--- config.mk ---
export PLATFORM = sky130hd
export DESIGN_NAME = imem_load_ctrl
export DESIGN_NICKNAME = d
export VERILOG_FILES = /design/src/rtl/imem_load_ctrl_pkg.sv /design/src/rtl/imem_load_ctrl_watchdog.sv /design/src/rtl/imem_load_ctrl.sv
export SDC_FILE = /design/constraint.sdc
export NUM_CORES = 1
export LEC_CHECK = 0
export CAP_MARGIN = 20
export CORE_AREA = 8 8 88 70
export DETAILED_ROUTE_END_ITERATION = 8
export DIE_AREA = 0 0 96 78
export DONT_BUFFER_PORTS = 1
export MAX_ROUTING_LAYER = met4
export SYNTH_ARGS = -nofsm -noshare
export SYNTH_HDL_FRONTEND = slang
export SYNTH_SLANG_ARGS = --single-unit
export TNS_END_PERCENT = 10
--- constraint.sdc ---
create_clock -name clk -period 2.7 [get_ports clk]
set_input_delay 0.54 -clock clk [delete_from_list [all_inputs] [get_ports clk]]
set_output_delay 0.54 -clock clk [all_outputs]
set_load 0.03 [all_outputs]
--- src/rtl/imem_load_ctrl_pkg.sv ---
// Shared definitions for the instruction-memory boot sequencer:
// state encoding, error codes and the default fill byte.
package imem_load_ctrl_pkg;

    typedef enum logic [2:0] {
        ST_IDLE = 3'd0,
        ST_LOAD = 3'd1,
        ST_FILL = 3'd2,
        ST_BOOT = 3'd3,
        ST_RUN  = 3'd4,
        ST_DONE = 3'd5
    } ldc_state_e;

    localparam logic [1:0] ERR_NONE    = 2'd0;
    localparam logic [1:0] ERR_BAD_LEN = 2'd1;
    localparam logic [1:0] ERR_TIMEOUT = 2'd2;
    localparam logic [1:0] ERR_ABORTED = 2'd3;

    // The unused tail of the program image is padded with NOPs.
    localparam logic [7:0] NOP_OPCODE   = 8'h00;
    localparam logic [7:0] FILL_DEFAULT = NOP_OPCODE;

endpackage

--- src/rtl/imem_load_ctrl_watchdog.sv ---
// RUN-phase watchdog: counts enabled cycles from a clear and flags the
// cycle on which the LIMIT-th enabled cycle is being spent.
module ldc_watchdog #(
    parameter int unsigned LIMIT = 1024
) (
    input  logic clk,
    input  logic reset,
    input  logic clear,
    input  logic enable,
    output logic expired
);

    localparam int unsigned CW = $clog2(LIMIT + 1);

    logic [CW-1:0] count;

    always_ff @(posedge clk or posedge reset) begin
        if (reset) begin
            count <= '0;
        end else if (clear) begin
            count <= '0;
        end else if (enable) begin
            count <= count + 1'b1;
        end
    end

    // count holds the number of RUN cycles already completed, so the
    // current cycle is the last allowed one when it equals LIMIT-1.
    assign expired = enable && (count == CW'(LIMIT - 1));

endmodule

--- src/rtl/imem_load_ctrl.sv ---
// Boot sequencer: streams a program into instruction memory, NOP-fills the
// tail, pulses CPU reset, then supervises the run until halt or timeout.
module imem_load_ctrl
    import imem_load_ctrl_pkg::*;
#(
    parameter int unsigned       DATA_W      = 8,
    parameter int unsigned       ADDR_W      = 8,
    parameter int unsigned       DEPTH       = 256,
    parameter logic [DATA_W-1:0] FILL_VALUE  = DATA_W'(FILL_DEFAULT),
    parameter int unsigned       WDOG_CYCLES = 1024
) (
    input  logic              clk,
    input  logic              reset,
    input  logic              start,
    input  logic [ADDR_W:0]   load_len,
    input  logic              abort,
    input  logic              in_valid,
    input  logic [DATA_W-1:0] in_data,
    output logic              in_ready,
    output logic              imem_we,
    output logic              imem_re,
    output logic [ADDR_W-1:0] imem_addr,
    output logic [DATA_W-1:0] imem_wdata,
    output logic              cpu_reset,
    input  logic              halt_det,
    output logic              busy,
    output logic              done,
    output logic [1:0]        err_code,
    output logic [2:0]        state_o
);

    localparam logic [ADDR_W:0]   DEPTH_L   = (ADDR_W + 1)'(DEPTH);
    localparam logic [ADDR_W-1:0] LAST_ADDR = ADDR_W'(DEPTH - 1);

    ldc_state_e        state, state_n;
    logic [ADDR_W-1:0] addr, addr_n;
    logic [ADDR_W:0]   len_q, len_n;
    logic [1:0]        err_n;
    logic              wd_clear, wd_run, wd_expired;
    logic              len_ok, last_byte;

    assign len_ok    = (load_len != '0) && (load_len <= DEPTH_L);
    assign last_byte = ({1'b0, addr} == (len_q - 1'b1));

    ldc_watchdog #(
        .LIMIT (WDOG_CYCLES)
    ) u_watchdog (
        .clk     (clk),
        .reset   (reset),
        .clear   (wd_clear),
        .enable  (wd_run),
        .expired (wd_expired)
    );

    always_ff @(posedge clk or posedge reset) begin
        if (reset) begin
            state    <= ST_IDLE;
            addr     <= '0;
            len_q    <= '0;
            err_code <= ERR_NONE;
            done     <= 1'b0;
        end else begin
            state    <= state_n;
            addr     <= addr_n;
            len_q    <= len_n;
            err_code <= err_n;
            done     <= (state_n == ST_DONE) && (state != ST_DONE);
        end
    end

    // Byte stream: a byte transfers on a rising clk edge when in_valid and
    // in_ready are both high; in_ready is high only in LOAD without abort,
    // and the write to imem happens in that same cycle.
    always_comb begin
        state_n    = state;
        addr_n     = addr;
        len_n      = len_q;
        err_n      = err_code;
        in_ready   = 1'b0;
        imem_we    = 1'b0;
        imem_re    = 1'b0;
        imem_addr  = '0;
        imem_wdata = '0;
        wd_clear   = 1'b0;
        wd_run     = 1'b0;
        if (abort && (state != ST_IDLE)) begin
            state_n = ST_IDLE;
            err_n   = ERR_ABORTED;
        end else begin
            case (state)
                ST_IDLE, ST_DONE: begin
                    if (start) begin
                        if (len_ok) begin
                            len_n   = load_len;
                            addr_n  = '0;
                            err_n   = ERR_NONE;
                            state_n = ST_LOAD;
                        end else begin
                            err_n = ERR_BAD_LEN;
                        end
                    end
                end
                ST_LOAD: begin
                    in_ready = 1'b1;
                    if (in_valid) begin
                        imem_we    = 1'b1;
                        imem_addr  = addr;
                        imem_wdata = in_data;
                        // Saturate so a full-depth image leaves addr at the top.
                        if (addr != LAST_ADDR) begin
                            addr_n = addr + 1'b1;
                        end
                        if (last_byte) begin
                            state_n = (len_q == DEPTH_L) ? ST_BOOT : ST_FILL;
                        end
                    end
                end
                ST_FILL: begin
                    imem_we    = 1'b1;
                    imem_addr  = addr;
                    imem_wdata = FILL_VALUE;
                    if (addr == LAST_ADDR) begin
                        state_n = ST_BOOT;
                    end else begin
                        addr_n = addr + 1'b1;
                    end
                end
                ST_BOOT: begin
                    wd_clear = 1'b1;
                    state_n  = ST_RUN;
                end
                ST_RUN: begin
                    imem_re = 1'b1;
                    wd_run  = 1'b1;
                    if (halt_det) begin
                        state_n = ST_DONE;
                        err_n   = ERR_NONE;
                    end else if (wd_expired) begin
                        state_n = ST_DONE;
                        err_n   = ERR_TIMEOUT;
                    end
                end
                default: state_n = ST_IDLE;
            endcase
        end
    end

    assign cpu_reset = (state != ST_RUN);
    assign busy      = (state != ST_IDLE) && (state != ST_DONE);
    assign state_o   = state;

endmodule

Word-level counts from Yosys, hierarchy flattened

Index checks and enable logic that the tools add are counted.

Flip-flop bits (word level): 34
Input port bits: 23
Output and inout bits: 27
Word-level logic and storage cells: 85

Add/subtract/negate cells: 3
Magnitude comparators: 1
Eq/ne operators: 20
Multiplexer cells: 39
Bitwise logic cells: 1
Reductions and logical operators: 15

Operators by type and width:

| operator                                                            | number |
|---|---|
| 8-bit two-way mux                                                   | 10 |
| 3-bit two-way mux                                                   | 8 |
| 8-bit one-hot mux with 3 select lines                               | 1 |
| 11-bit two-way mux                                                  | 2 |
| 8-bit one-hot mux with 2 select lines                               | 1 |
| 3-bit one-hot mux with 5 select lines                               | 1 |
| 11-bit by 1-bit adder with 11-bit output (second input constant)    | 1 |
| 11-bit by 10-bit == test with 1-bit output (second input constant)  | 1 |
| 1-bit two-way mux                                                   | 10 |
| 2-bit inequality test (second input constant)                       | 5 |
| 3-bit == test (second input constant)                               | 3 |
| 8-bit by 9-bit == test with 1-bit output                            | 1 |
| 9-bit == test (second input constant)                               | 1 |
| 9-bit <= comparator (second input constant)                         | 1 |
| 3-bit inequality test (second input constant)                       | 3 |
| 3-bit nonzero test                                                  | 3 |
| 9-bit nonzero test                                                  | 1 |
| 9-bit by 1-bit subtractor with 9-bit output (second input constant) | 1 |
| 8-bit by 1-bit adder with 8-bit output (second input constant)      | 1 |
| 8-bit == test (second input constant)                               | 1 |
| 2-bit two-way mux                                                   | 4 |
| 8-bit inequality test (second input constant)                       | 1 |
| 7-bit AND reduction                                                 | 1 |
| 3-bit by 2-bit == test with 1-bit output (second input constant)    | 2 |
| 11 further kinds                                                    | 15 |

Depth between registers and ports, before layout

Gate-level depths: netlist of run 1.

Depth after elaboration: 10
Gate-level depth with buffers: 9
Gate-level depth less buffers: 8

By module

Synthesis of run 1 repeated with hierarchy kept, for this count alone.

Cell total of the unflattened synthesis: 235
Area, all modules: 2265.9 sq um

Modules (own cells, without submodules):

| module         | instances | cells an instance | area each (sq um) | sequential area each (sq um) |
|---|---|---|---|---|
| imem_load_ctrl | 1         | 178               | 1692.9            | 575.6 |
| ldc_watchdog   | 1         | 57                | 573.0             | 275.3 |

Worst setup path after synthesis of run 1

OpenSTA, ideal clock, no wires.

Path kind: register to output
Start: register state[2] (netlist: state_o[2])
End: output port imem_wdata[0]
Data arrival time: 2368 ps
Setup slack: -208 ps
Stages on the path, launching flop included: 5
Path buffers: 2
Cell sequence: dfrtp_1 > buf_4 > clkbuf_1 > nor3_1 > and3_1

Cells in the longest elaborated chain, start to end: 3
Elaborated cells on any way between the ends: 5
Classes of those cells: eq/ne (1); mux (2); reduce/logical (2)

RTL lines:

| element                                                                        | line                                       | text |
|---|---|---|
| start, declared                                                                | imem_load_ctrl.sv:35                       | `ldc_state_e state, state_n;` |
| start signal, assigned                                                         | imem_load_ctrl.sv:63                       | `state <= state_n;` |
| 3-bit by 1-bit == test with 1-bit output or 3-bit nonzero test (tied branches) | imem_load_ctrl.sv:90, imem_load_ctrl.sv:86 |  |
| 8-bit two-way mux or 1-bit logical AND (tied branches)                         | imem_load_ctrl.sv:90, imem_load_ctrl.sv:86 |  |
| 8-bit two-way mux *                                                            | imem_load_ctrl.sv:86                       | `if (abort && (state != ST_IDLE)) begin` |
| end, declared                                                                  | imem_load_ctrl.sv:23                       | `output logic [DATA_W-1:0] imem_wdata,` |

Mark *: on every way between the ends. The rest lies on a longest branch, timed or not.

Worst setup path after layout of run 1

Start: register state[0] (netlist: state_o[0])
End: output port imem_re

Cells in the longest elaborated chain, start to end: 3
Elaborated cells on any way between the ends: 5
Classes of those cells: eq/ne (1); mux (2); reduce/logical (2)

RTL lines:

| element                                                | line                                       | text |
|---|---|---|
| 3-bit == test or 3-bit nonzero test (tied branches)    | imem_load_ctrl.sv:90, imem_load_ctrl.sv:86 |  |
| 1-bit two-way mux or 1-bit logical AND (tied branches) | imem_load_ctrl.sv:90, imem_load_ctrl.sv:86 |  |
| 1-bit two-way mux *                                    | imem_load_ctrl.sv:86                       |  |
| end, declared                                          | imem_load_ctrl.sv:21                       | `output logic imem_re,` |

Marks and branches as above.

==> results of run 1 <==
-- critical path, stage by stage, from the launching register on --
cell	delay, ns
dfrtp_1	0.52
or3b_1	0.56
or2_4	0.32
inv_1	0.29
-- routing by layer --
layer | vias up | global-route usage, %
met4 | 0 | 4.59
met2 | 66 | 18.8
met5 | - | -
met1 | 853 | 21.3
li1 | 933 | -
met3 | 5 | 5.00
-- kinds of logic (layout without fill, tap and decap cells) --
group                      Yosys count  after routing
xor gates and xnor gates            17             17
DFF                                 34             34
buffers and inverters               22             44
muxes                               12             12
and+or+nand+nor                    106            106
adders and majority gates            3              3
AOI/OAI and AO/OA                   53             53
-- cells in the final DEF (no fill, tap or decap), drive strengths merged, types with 2 or more instances in the layout --
cell	netlist	layout
dfrtp	34	34
mux2	12	12
xor2	11	11
o21ai	18	18
o2111ai	3	3
inv	11	11
or2	2	2
nor2	17	17
nor4	6	6
a31oi	2	2
xnor2	6	6
a21o	3	3
ha	3	3
nand2b	6	6
buf	6	26
a21oi	16	16
nor3	10	10
clkbuf	5	6
or3	11	11
nand4	4	4
and3	10	10
and2	6	6
nand3b	3	3
a211oi	3	3
nand3	7	7
nand2	17	17
-- path summary, 6_finish.rpt --
check	startpoint	to	cells past startpoint
worst min register to register	u_watchdog.count[9]$_DFFE_PP0P_	u_watchdog.count[9]$_DFFE_PP0P_	1
worst max-delay path	state_o[0]$_DFF_PP0_	imem_re	3
worst max register to register	state_o[0]$_DFF_PP0_	addr[4]$_DFFE_PP0P_	6
min in group clk	abort	state_o[2]$_DFF_PP0_	1
max in group asynchronous	reset	state_o[1]$_DFF_PP0_	2
worst min-delay path	reset	u_watchdog.count[1]$_DFFE_PP0P_	1
-- power by group through the flow --
stage | Sequential (uW) | Clock (uW) | Combinational (uW)
after floorplan | 724 | 0 | 431
after global placement | 775 | 0 | 465
after detailed placement | 776 | 0 | 470
after CTS | 766 | 493 | 472
after global routing | 785 | 516 | 527
final | 767 | 481 | 470
-- registers in the layout, summed over array words and instances, names as in the netlist --
| signal | count |
|---|---|
| done | 1 |
| state_o | 3 |
| len_q | 9 |
| err_code | 2 |
| u_watchdog.count | 11 |
| addr | 8 |
-- timing repair --
action / CTS / global route
endpoints found under the setup margin: 0 / 7
resized for setup: 0 / 1
buffers inserted: 0 / 0
-- per-stage QoR --
| stage | power (uW) | worst slack [ns] | instances |
|---|---|---|---|
| after floorplan | 1150 | -0.206 | 247 |
| after global placement | 1240 | 0.385 | 322 |
| after detailed placement | 1250 | 0.318 | 322 |
| after CTS | 1730 | 0.0710 | 329 |
| after global routing | 1830 | 0.0630 | 329 |
| final | 1720 | 0.172 | 329 |
-- layout make-up --
cell class / count / area (sq um) / share of cell area, %
Clock buffer: 6 / 82.6 / 3.21
Clock inverter: 1 / 30.0 / 1.17
Inverter: 11 / 41.3 / 1.60
Multi-Input combinational cell: 191 / 1300 / 50.5
Sequential cell: 34 / 851 / 33.0
Tap cell: 60 / 75.1 / 2.91
Timing Repair Buffer: 26 / 195 / 7.58
==> impl_metrics.toml, run 1 <==
[synth]
synth-edff-count = 0
synth_area_sq_um = 2270
netlist.area_leader.share_pct = 37.5
synthSimpleGateAreaFrac_pct = 28.0
synthFlopType = "dfrtp_1"
ys.warnings.count = 0
synth_common_cells = "dfrtp_1, nand2_1, nor2_1, o21ai_0, a21oi_1"
syn_inst = 247
synth.area.mux_share_pct = 5.96
async_flop_share_pct = 100
synth_nets = 273
synth_seq_cells = 34
synth_top_family_by_area = "simple AND/OR/NAND/NOR gates"
synth_top_area_cell = "dfrtp_1"
yosysMostFrequentCell = "dfrtp_1"
avgSynthCellArea_sq_um = 9.17
synthAdderAreaFrac_pct = 1.66
ys_seq_area_share_pct = 37.5
ys_types = 50
synth_area_leaders = "dfrtp_1, mux2_2, xor2_1"
synth_compound_area_share_pct = 14.8
yosys.area_share.xor_xnor_pct = 6.57

[sta]
slew_headroom_pct = 50.5
finalSetupViolCount = 0
skew_ns = 0.00810
slew_viol_final = 0
fmax_mhz = 396
worst_pin_slew_ns = 0.742
rsz0062_at_grt = "false"
timing.setup.tns_ns = 0
fin_hold_ws_ns = 0.264
finalCritPeriodShare_pct = 93.6
final_hold_viol_count = 0
min_period_ns = 2.53

[route]
drt_iter0_drc = 103
dr.pass1.iters = 5
ant_nets = 0
routed_via_density = 5.64
wl_met1_microns = 2590
post_drt_wl_per_cell_microns = 16.3
remaining_drc_errors = 0
wl_met3_microns = 566
vias = 1857
top_layer_used = "met4"
routed_wl_microns = 5370
dr_wl_met2_microns = 2170

[place]
dpl_cell_area_sq_um = 2460
place.gp.congestion = 0.817
dp_hpwl_microns = 4140
port_buffers = 0

[run]
max-cap-violations = 0

[min_path]
hold_class = "in -> async"

[cts]
cts_tree = "done"
clock-root-buffer = "clkbuf_8"
clock_path_buffers = 2
clk_pin_slew_ns = 0.07
htreeDepth = 2
clock-sinks = 34
cts_buffers = 5
clock_latency_ns = 0.29
cts_hold_buf = 0

[pwr]
leakage_uw = 0.00112
combPwrFrac_pct = 27.3
switchingPower_uw = 598
pwr-share-seq_pct = 44.6
cellInternalPower_uw = 1120
p_clk_share_pct = 28.0
p_per_area_nw_per_um2 = 667
peakVddDrop_v = 0.000401
power_switching_share_pct = 34.8

[floorplan]
dieHeight_microns = 78
initial_core_util_pct = 47.6
row_count = 22
die_area_sq_um = 7490
core_area_sq_um = 4760
pin_count = 50
die_x_microns = 96

[critical_path]
crit_fanout = 13
path_class = "reg -> out"
required_ns = 2.16
critPathArrivalTime_ns = 1.99
start_kind = "flip-flop"
r2r_slack_ns = 0.43
end_kind = "output port"

[global_routing]
grtUsageTotal_pct = 14.9
grt_pass1_wl_microns = 8440
grt_max_degree = 21
first_global_vias = 1617
antenna_found_initial = 0
grt-ovfl-total = 0

[cells_and_area]
syn_to_final_growth_pct = 13.7
fillers = 451
nets = 295
layout-drive-gt1-share_pct = 21.6
antenna_cells = 0
finalCoreUtilization_pct = 54.1
postLayoutCellArea_sq_um = 2580

[status]
status = "finished clean"
(Power assumes the default switching activity.)
==> inputs of run 2 (changes only) <==
Settings changed: CTS_CLUSTER_SIZE set to 40.
==> results of run 2 <==
No change in the layout: final DEF, timing and power equal those of run 1.
